$ cat src/rtl/leaf_out_arbiter_if.sv
// leaf_out_arbiter_if
//   User-side output streams feeding a leaf's BFT link arbiter.
//   Signals:
//     din_leaf_user2interface  NUM_OUT_PORTS*PAYLOAD_BITS  user words, port i at [P*i +: P]
//     vld_user2interface       NUM_OUT_PORTS               per-port word valid
//     ack_interface2user       NUM_OUT_PORTS               per-port accept (one-hot or zero)
//   Handshake: a word on port i transfers in the cycle where vld[i] and ack[i]
//   are both high. ack is combinational in the same cycle and is never high
//   while vld is low. While vld[i]=1 and ack[i]=0 the user holds its word
//   stable.
//   Modports: master = user side, slave = arbiter side.
interface leaf_out_arbiter_if #(
  parameter int NUM_OUT_PORTS = 2,
  parameter int PAYLOAD_BITS  = 32
);
  logic [NUM_OUT_PORTS*PAYLOAD_BITS-1:0] din_leaf_user2interface;
  logic [NUM_OUT_PORTS-1:0]              vld_user2interface;
  logic [NUM_OUT_PORTS-1:0]              ack_interface2user;

  modport master (
    output din_leaf_user2interface,
    output vld_user2interface,
    input  ack_interface2user
  );

  modport slave (
    input  din_leaf_user2interface,
    input  vld_user2interface,
    output ack_interface2user
  );
endinterface

$ cat src/rtl/leaf_out_arbiter.sv
// leaf_out_arbiter
//   Credit-based round-robin scheduler sharing one BFT output link among
//   NUM_OUT_PORTS user streams. Each granted word is packed into a BFT packet
//   {valid, leaf, port, addr, credit_flag=0, payload} addressed by a
//   per-port destination table and a per-port BRAM write address counter.
//   Credit packets arriving on the BFT input replenish per-port free space.
//   Ports:
//     clk, reset                synchronous active-high reset
//     resend                    pulse: reload credits, clear addr counters and rr pointer
//     din_leaf_bft2interface    incoming BFT packets (credit packets consumed)
//     dout_leaf_interface2bft   registered outgoing packet
//     user                      user stream interface (slave modport)
//     cfg_we/cfg_port/cfg_dest_leaf/cfg_dest_port  destination table write
//     credit_overflow           sticky: a credit update saturated
module leaf_out_arbiter #(
  parameter int PACKET_BITS           = 49,
  parameter int PAYLOAD_BITS          = 32,
  parameter int NUM_LEAF_BITS         = 4,
  parameter int NUM_PORT_BITS         = 4,
  parameter int NUM_OUT_PORTS         = 2,
  parameter int NUM_BRAM_ADDR_BITS    = 7,
  parameter int FREESPACE_UPDATE_SIZE = 64
) (
  input  logic                     clk,
  input  logic                     reset,
  input  logic                     resend,
  input  logic [PACKET_BITS-1:0]   din_leaf_bft2interface,
  output logic [PACKET_BITS-1:0]   dout_leaf_interface2bft,
  leaf_out_arbiter_if.slave        user,
  input  logic                     cfg_we,
  input  logic [NUM_PORT_BITS-1:0] cfg_port,
  input  logic [NUM_LEAF_BITS-1:0] cfg_dest_leaf,
  input  logic [NUM_PORT_BITS-1:0] cfg_dest_port,
  output logic                     credit_overflow
);
  localparam int N          = NUM_OUT_PORTS;
  localparam int PW         = (N > 1) ? $clog2(N) : 1;
  localparam int AW         = NUM_BRAM_ADDR_BITS;
  localparam int CW         = NUM_BRAM_ADDR_BITS + 1;
  localparam int CREDIT_MAX = 1 << AW;
  // Destination port field sits just above the credit flag and addr field.
  localparam int PORT_LSB   = PAYLOAD_BITS + 1 + AW;

  logic [NUM_LEAF_BITS-1:0] dest_leaf  [N];
  logic [NUM_PORT_BITS-1:0] dest_port  [N];
  logic [N-1:0]             dest_valid;
  logic [CW-1:0]            credit     [N];
  logic [CW-1:0]            credit_next[N];
  logic [AW-1:0]            addr       [N];
  logic [PW-1:0]            rr_ptr;
  logic [PW-1:0]            rr_next;

  logic [N-1:0]             eligible;
  logic [N-1:0]             grant_vec;
  logic [N-1:0]             sat_vec;
  logic                     grant_found;
  logic [PW-1:0]            grant_idx;
  logic [PAYLOAD_BITS-1:0]  grant_word;
  logic [PACKET_BITS-1:0]   grant_pkt;

  logic [NUM_PORT_BITS-1:0] cr_port;
  logic                     cr_hit;

  // Credit packets are dropped during resend (credits reload instead).
  assign cr_port = din_leaf_bft2interface[PORT_LSB +: NUM_PORT_BITS];
  assign cr_hit  = din_leaf_bft2interface[PACKET_BITS-1] &
                   din_leaf_bft2interface[PAYLOAD_BITS] &
                   (int'(cr_port) < N) & ~resend;

  always_comb begin
    eligible = '0;
    for (int i = 0; i < N; i++) begin
      eligible[i] = user.vld_user2interface[i] && dest_valid[i] &&
                    (credit[i] != '0) && !resend && !reset;
    end
  end

  // Round-robin search starting at rr_ptr, wrapping around.
  always_comb begin
    logic [PW-1:0] cand;
    cand        = '0;
    grant_found = 1'b0;
    grant_idx   = '0;
    for (int off = 0; off < N; off++) begin
      cand = PW'((int'(rr_ptr) + off) % N);
      if (!grant_found && eligible[cand]) begin
        grant_found = 1'b1;
        grant_idx   = cand;
      end
    end
    grant_vec = '0;
    if (grant_found) grant_vec[grant_idx] = 1'b1;
    rr_next = PW'((int'(grant_idx) + 1) % N);
  end

  assign user.ack_interface2user = grant_vec;

  // Net credit change per port; saturation is applied to the net result so a
  // same-cycle grant and credit packet yields +FREESPACE_UPDATE_SIZE-1.
  always_comb begin
    int sum;
    sum     = 0;
    sat_vec = '0;
    for (int i = 0; i < N; i++) begin
      sum = int'(credit[i])
          + ((cr_hit && (int'(cr_port) == i)) ? FREESPACE_UPDATE_SIZE : 0)
          - (grant_vec[i] ? 1 : 0);
      if (sum > CREDIT_MAX) begin
        credit_next[i] = CW'(CREDIT_MAX);
        sat_vec[i]     = 1'b1;
      end else begin
        credit_next[i] = CW'(sum);
      end
    end
  end

  assign grant_word = user.din_leaf_user2interface[int'(grant_idx)*PAYLOAD_BITS +: PAYLOAD_BITS];
  assign grant_pkt  = {1'b1, dest_leaf[grant_idx], dest_port[grant_idx],
                       addr[grant_idx], 1'b0, grant_word};

  always_ff @(posedge clk) begin
    if (reset) begin
      dout_leaf_interface2bft <= '0;
      credit_overflow         <= 1'b0;
      dest_valid              <= '0;
      rr_ptr                  <= '0;
      for (int i = 0; i < N; i++) begin
        dest_leaf[i] <= '0;
        dest_port[i] <= '0;
        credit[i]    <= CW'(CREDIT_MAX);
        addr[i]      <= '0;
      end
    end else begin
      // Table writes land at the edge, so a same-cycle grant sees the old entry.
      for (int i = 0; i < N; i++) begin
        if (cfg_we && (int'(cfg_port) == i)) begin
          dest_leaf[i]  <= cfg_dest_leaf;
          dest_port[i]  <= cfg_dest_port;
          dest_valid[i] <= 1'b1;
        end
      end
      if (resend) begin
        rr_ptr <= '0;
        for (int i = 0; i < N; i++) begin
          credit[i] <= CW'(CREDIT_MAX);
          addr[i]   <= '0;
        end
      end else begin
        for (int i = 0; i < N; i++) begin
          credit[i] <= credit_next[i];
          if (grant_vec[i]) addr[i] <= addr[i] + 1'b1;
        end
        if (grant_found) rr_ptr <= rr_next;
        if (|sat_vec) credit_overflow <= 1'b1;
      end
      dout_leaf_interface2bft <= grant_found ? grant_pkt : '0;
    end
  end
endmodule
$ cat src/flat_wrapper.sv
// flat-port wrapper written by rule: the top's interface ports become plain ports
module leaf_out_arbiter_flat 
#(
  parameter int PACKET_BITS           = 49,
  parameter int PAYLOAD_BITS          = 32,
  parameter int NUM_LEAF_BITS         = 4,
  parameter int NUM_PORT_BITS         = 4,
  parameter int NUM_OUT_PORTS         = 2,
  parameter int NUM_BRAM_ADDR_BITS    = 7,
  parameter int FREESPACE_UPDATE_SIZE = 64
)
  (clk, reset, resend, din_leaf_bft2interface, dout_leaf_interface2bft, cfg_we, cfg_port, cfg_dest_leaf, cfg_dest_port, credit_overflow, user_din_leaf_user2interface, user_vld_user2interface, user_ack_interface2user);
  leaf_out_arbiter_if #(.NUM_OUT_PORTS(NUM_OUT_PORTS), .PAYLOAD_BITS(PAYLOAD_BITS)) user_i ();
  input  logic clk;
  input  logic reset;
  input  logic resend;
  input  logic [PACKET_BITS-1:0] din_leaf_bft2interface;
  output logic [PACKET_BITS-1:0] dout_leaf_interface2bft;
  input  logic cfg_we;
  input  logic [NUM_PORT_BITS-1:0] cfg_port;
  input  logic [NUM_LEAF_BITS-1:0] cfg_dest_leaf;
  input  logic [NUM_PORT_BITS-1:0] cfg_dest_port;
  output logic credit_overflow;
  input wire logic [$bits(user_i.din_leaf_user2interface)-1:0] user_din_leaf_user2interface;
  input wire logic [$bits(user_i.vld_user2interface)-1:0] user_vld_user2interface;
  output wire logic [$bits(user_i.ack_interface2user)-1:0] user_ack_interface2user;
  assign user_i.din_leaf_user2interface = user_din_leaf_user2interface;
  assign user_i.vld_user2interface = user_vld_user2interface;
  assign user_ack_interface2user = user_i.ack_interface2user;
  leaf_out_arbiter #(.PACKET_BITS(PACKET_BITS), .PAYLOAD_BITS(PAYLOAD_BITS), .NUM_LEAF_BITS(NUM_LEAF_BITS), .NUM_PORT_BITS(NUM_PORT_BITS), .NUM_OUT_PORTS(NUM_OUT_PORTS), .NUM_BRAM_ADDR_BITS(NUM_BRAM_ADDR_BITS), .FREESPACE_UPDATE_SIZE(FREESPACE_UPDATE_SIZE)) u_core (.clk(clk), .reset(reset), .resend(resend), .din_leaf_bft2interface(din_leaf_bft2interface), .dout_leaf_interface2bft(dout_leaf_interface2bft), .user(user_i), .cfg_we(cfg_we), .cfg_port(cfg_port), .cfg_dest_leaf(cfg_dest_leaf), .cfg_dest_port(cfg_dest_port), .credit_overflow(credit_overflow));
endmodule
$ cat config.mk
export PLATFORM = sky130hd
export DESIGN_NAME = leaf_out_arbiter_flat
export DESIGN_NICKNAME = d
export VERILOG_FILES = /design/src/rtl/leaf_out_arbiter_if.sv /design/src/rtl/leaf_out_arbiter.sv /design/src/flat_wrapper.sv
export SDC_FILE = /design/constraint.sdc
export NUM_CORES = 1
export LEC_CHECK = 0
export ABC_AREA = 0
export BUFFER_PORTS_ARGS = -buffer_cell sky130_fd_sc_hd__buf_2
export CAP_MARGIN = 25
export CORE_UTILIZATION = 49
export DETAILED_ROUTE_END_ITERATION = 7
export PLACE_DENSITY = 0.77
export SYNTH_ARGS = -nofsm -noshare
export SYNTH_HDL_FRONTEND = slang
export SYNTH_SLANG_ARGS = --single-unit
$ cat constraint.sdc
create_clock -name clk -period 5.1 [get_ports clk]
set_clock_uncertainty 0.2 [all_clocks]
set_input_delay 0.255 -clock clk [delete_from_list [all_inputs] [get_ports clk]]
set_output_delay 0.255 -clock clk [all_outputs]
set_load 0.01 [all_outputs]
======== After elaboration in Yosys (flattened, before gate mapping) ========
Memory sizes are Yosys's and may differ from the RTL's.
Index checks and enable logic that the tools add are counted.
word-level totals
  bits in registers ....................... 53
  memory bits (writable) .................. 46
  output and inout port bits .............. 52
  logic and storage cells ................. 124
  memories ................................ 4
memory list
  name              words  width  rd ports  clocked after memory_dff  write ports  RTL line                RTL
  u_core.credit     2      8      2         0                         2            leaf_out_arbiter.sv:47  logic [CW-1:0] credit [N];
  u_core.addr       2      7      3         0                         2            leaf_out_arbiter.sv:49  logic [AW-1:0] addr [N];
  u_core.dest_leaf  2      4      1         0                         2            leaf_out_arbiter.sv:44  logic [NUM_LEAF_BITS-1:0] dest_leaf [N];
  u_core.dest_port  2      4      1         0                         2            leaf_out_arbiter.sv:45  logic [NUM_PORT_BITS-1:0] dest_port [N];
cells by class
  add/subtract/negate cells ............... 8
  order comparisons ....................... 7
  eq/ne operators ......................... 2
  shift operators ......................... 1
  multiplexer cells ....................... 54
  bitwise gates (word level) .............. 17
  reductions and logical operators ........ 25
operators by type and width
  cell                                                                    number
  9-bit by 32-bit adder with 32-bit output                                2
  32-bit by 9-bit > comparator with 1-bit output (second input constant)  2
  64-bit by 7-bit indexed part select with 32-bit output                  1
  32-bit subtractor                                                       2
  49-bit two-way mux                                                      1
  8-bit two-way mux                                                       6
  7-bit two-way mux                                                       6
  1-bit two-way mux                                                       35
  4-bit two-way mux                                                       4
  8-bit nonzero test                                                      2
  7-bit by 1-bit adder with 7-bit output (second input constant)          2
  1-bit logical AND                                                       14
  1-bit OR                                                                12
  4-bit by 2-bit equality test with 1-bit output (second input constant)  2
  4-bit zero test                                                         2
  1-bit by 2-bit < comparator with 1-bit output (second input constant)   3
  2-bit OR reduction                                                      3
  4-bit by 2-bit < comparator with 1-bit output (second input constant)   1
  1-bit bitwise AND                                                       3
  1-bit zero test                                                         3
  1-bit adder (second input constant)                                     2
  2-bit two-way mux                                                       1
  1-bit inverter                                                          2
  2-bit AND reduction                                                     1
  2 further kinds                                                         2

======== Depth between registers and ports, before layout ========
An unclocked memory read counts as a cell.
  depth in word-level cells ............... 22
  depth in mapped cells ................... 23
  gate-level depth less buffers ........... 21

======== Worst setup path before layout ========
No wires, ideal clock.
  path kind ............................... register to register
  from .................................... mem u_core.credit[0][2] (netlist bit)
  to ...................................... mem u_core.credit[0][1] (netlist bit), data pin
  data arrival time ....................... 3705 ps
  data required time ...................... 4645 ps
  slack ................................... 940 ps
  cell stages (with the launch flop) ...... 20
  buffers on the path ..................... 2
  period minus slack after synthesis ...... 4160 ps
  cell sequence ........................... edfxtp_1 -> inv_1 -> ha_1 -> nor4b_1 -> nand3_1 -> nand4_1 -> and2_1 -> clkbuf_1 -> clkbuf_1 -> nor2_1 -> ha_1 -> inv_1 -> ha_1 -> fa_1 -> nand2b_1 -> a2111oi_2 -> o21ai_1 -> a211oi_1 -> a21oi_4 -> and3_1
RTL lines
  what                RTL line
  start: declaration  leaf_out_arbiter.sv:47

==> impl_metrics.json <==
{
  "crit_path_max_incr_delay_ns": 0.42,
  "drt-pass1-iter-count": 4,
  "clk_path_buf_depth": 2,
  "drc": 0,
  "synth-seq-area-share_pct": 51.6,
  "ioPinCount": 183,
  "timing.critical_path.buf_inv": 3,
  "timing.hold.worst.class": "in -> reg",
  "synth-edff-count": 46,
  "post-layout-total-power_w": 0.00159,
  "final_min_period_over_clock_period_pct": 84.1,
  "netlist-cell-type-count": 52,
  "finalWorstPathRequiredPeriod_ns": 4.29,
  "cts_tree": "done",
  "die-height_um": 99.9,
  "postCtsSetupBuffers": 0,
  "critical_path.reg2reg.startpoint": "u_core.credit[0][2]$_SDFFCE_PN0P_",
  "commonest_non_fill_non_tap_cell_in_the_layout": "sky130_fd_sc_hd__buf_2",
  "vias_per_cell": 5.16,
  "synth_seq_cells": 98,
  "clk_latency_ns": 0.36,
  "grt_pass1_vias": 4328,
  "synth_top_area_share_pct": 29.4,
  "synth.top_cells.by_area": "sky130_fd_sc_hd__edfxtp_1, sky130_fd_sc_hd__dfxtp_1, sky130_fd_sc_hd__nand2_1",
  "startpoint_type": "flip-flop",
  "syn-instance-count": 488,
  "antenna-diode-count": 0,
  "design.final.nets": 869,
  "die-width_um": 99.9,
  "cts_max_level": 3,
  "max_slew.worst_pin.slew_ns": 0.642,
  "postRouteWirelength_um": 12800,
  "ant_nets": 0,
  "timing.max_slew.rel_slack_pct": 57.2,
  "place.gp.congestion": 0.865,
  "synth_area_per_cell_um2": 9.62,
  "synth.yosys.warnings": 0,
  "layout.cells.most_common_list": "sky130_fd_sc_hd__buf_2, sky130_fd_sc_hd__nand2_1, sky130_fd_sc_hd__dlygate4sd3_1, sky130_fd_sc_hd__a21oi_1, sky130_fd_sc_hd__dfxtp_1",
  "cellPowerDensity_mw_per_mm2": 247,
  "crit_slowest_cell": "sky130_fd_sc_hd__edfxtp_1",
  "dominant_synthesized_flop_cell": "sky130_fd_sc_hd__dfxtp_1",
  "numCtsBuffers": 9,
  "critical_path_start": "u_core.credit[0][2]$_SDFFCE_PN0P_",
  "timing_worst_setup_path_type": "reg -> reg",
  "die_area_mm2": 0.00998,
  "clk_pin_slew_ns": 0.11,
  "setup_viol_count_final": 0,
  "unrepaired_setup_endpoints_after_global_routing": "no",
  "r2r_slack_ns": 0.81,
  "dp_hpwl_um": 7970,
  "netlist.top_cell.by_area": "sky130_fd_sc_hd__edfxtp_1",
  "clockRootBuffer": "sky130_fd_sc_hd__clkbuf_8",
  "max_freq_mhz": 233,
  "drt_iter0_markers": 191,
  "worst_path_most_repeated_cell": "sky130_fd_sc_hd__ha_1",
  "endpoint_kind": "flip-flop",
  "grt_max_degree": 64,
  "aggregate_negative_setup_slack_ns": 0,
  "synthesis.area_mm2": 0.00469,
  "port_buffers": 138,
  "initial_core_util_pct": 50.8,
  "min_from": "cfg_dest_leaf[0]",
  "remaining_overflow_grt": 0,
  "areaGrowthSynthToFinish_pct": 37.1,
  "worst-endpoint-required_ns": 5.03,
  "global_route_wire_length_before_repair_um": 20100,
  "placeableCoreArea_mm2": 0.00924,
  "vdd_ir_drop_max_mv": 0.142,
  "maxSlewViolCount": 0,
  "cts.sinks": 98,
  "post_route_cells_drive_above_1_share_pct": 25.5,
  "post_drt_wl_per_cell_um": 15.3,
  "antenna_found_initial": 0,
  "run_status": "finished, final reports clean",
  "timing.final.hold_violations": 0,
  "drv_cap": 0,
  "worst-endpoint-arrival_ns": 4.21,
  "path_cells": "inv_1 > ha_1 > nor4b_1 > nand3_1 > nand4_1 > nor2_1 > or2_2 > inv_2 > nor2_1 > ha_1 > inv_1 > ha_1 > fa_1 > nand2b_1 > a2111oi_2 > o21ai_1 > a211oi_1 > a21oi_4 > and3_1",
  "core.rowCount": 35,
  "crit_path_max_fanout": 6,
  "postSynth.asyncResetShare_pct": 0,
  "grtUsageTotal_pct": 25.9,
  "leakagePower_nw": 3.08,
  "vias": 4338,
  "critical_path.top_delay_family": "simple AND/OR/NAND/NOR gates"
}
area by class of cell:
type / instances / area, µm²
Clock buffer: 9 / 124
Clock inverter: 7 / 67.6
Fill cell: 666 / 2810
Inverter: 31 / 116
Multi-Input combinational cell: 353 / 2120
Sequential cell: 98 / 2420
Tap cell: 129 / 161
Timing Repair Buffer: 213 / 1420
worst paths after layout:
| kind | endpoint | cells past startpoint |
|---|---|---|
| max | u_core.credit[0][2]$_SDFFCE_PN0P_ | 19 |
| min | u_core.dest_leaf[0][0]$_DFFE_PP_ | 2 |
| max reg2reg | u_core.credit[0][2]$_SDFFCE_PN0P_ | 19 |
| min reg2reg | u_core.dest_valid[0]$_SDFFE_PP0P_ | 2 |
state kept, by name, indices dropped and copies added (netlist names):
name,flops
u_core.dest_valid,2
u_core.rr_ptr,1
u_core.credit,16
u_core.addr,14
u_core.dest_port,8
u_core.dest_leaf,8
u_core.credit_overflow,1
u_core.dout_leaf_interface2bft,48
per-stage QoR:
step           hold slack [ns]  instance area [µm²]  instances  setup slack [ns]  utilization (%)
2_1_floorplan            0.127                 4750        503             0.940                -
3_3_place_gp             0.258                 5550        754              1.01             60.0
3_5_place_dp             0.268                 5550        755             0.799             60.1
4_1_cts                 0.0156                 6430        840             0.775             69.6
5_1_grt                 0.0120                 6430        840             0.429             69.6
6_report                0.0398                 6430        840             0.811             69.6
repair_timing:
item,in CTS,in global routing
resized for setup,0,0
hold buffers,69,0
endpoints found under the hold margin,35,0
worst register-to-register path, delay by kind of cell (launching register included):
kind,cells,cell delay [ns]
flip-flops,1,0.42
adder cells (fa/ha/maj),4,0.76
buffers and inverters,3,0.31
AND/OR/NAND/NOR,8,1.29
AO/OA/AOI/OAI,4,1.10
metal layers:
metal / vias to the layer above / global-route usage, % / routed length (µm)
li1: 2084 / - / -
met1: 2019 / 29.6 / 4950
met2: 196 / 46.7 / 6430
met3: 39 / 5.92 / 1060
met4: 0 / 10.9 / 386
met5: - / 0 / 0
synth_stat cells (all sizes together) (3+ instances only):
cell / n
edfxtp: 46
and3: 14
o211ai: 4
ha: 30
nand2b: 3
nand3: 8
and2: 3
clkbuf: 10
nand2: 109
nor3: 6
a21oi: 61
xor2: 6
xnor2: 8
buf: 11
dfxtp: 52
nor2b: 4
o21ai: 4
inv: 31
nor2: 35
logic make-up after synthesis:
family | Yosys count | share of synthesized area [%]
flip-flops | 98 | 51.6
AO/OA/AOI/OAI | 90 | 12.7
AND/OR/NAND/NOR | 200 | 19.6
other | 2 | 0.160
buffers and inverters | 52 | 4.48
XOR/XNOR | 14 | 2.61
adder cells (fa/ha/maj) | 32 | 8.85
report_power, final:
group          internal, W  switching (W)  total (W)
sequential        0.000846      0.0000138   0.000860
clock             0.000190       0.000298   0.000487
combinational     0.000112       0.000129   0.000241
total              0.00115       0.000440    0.00159
(Power assumes the default switching activity.)
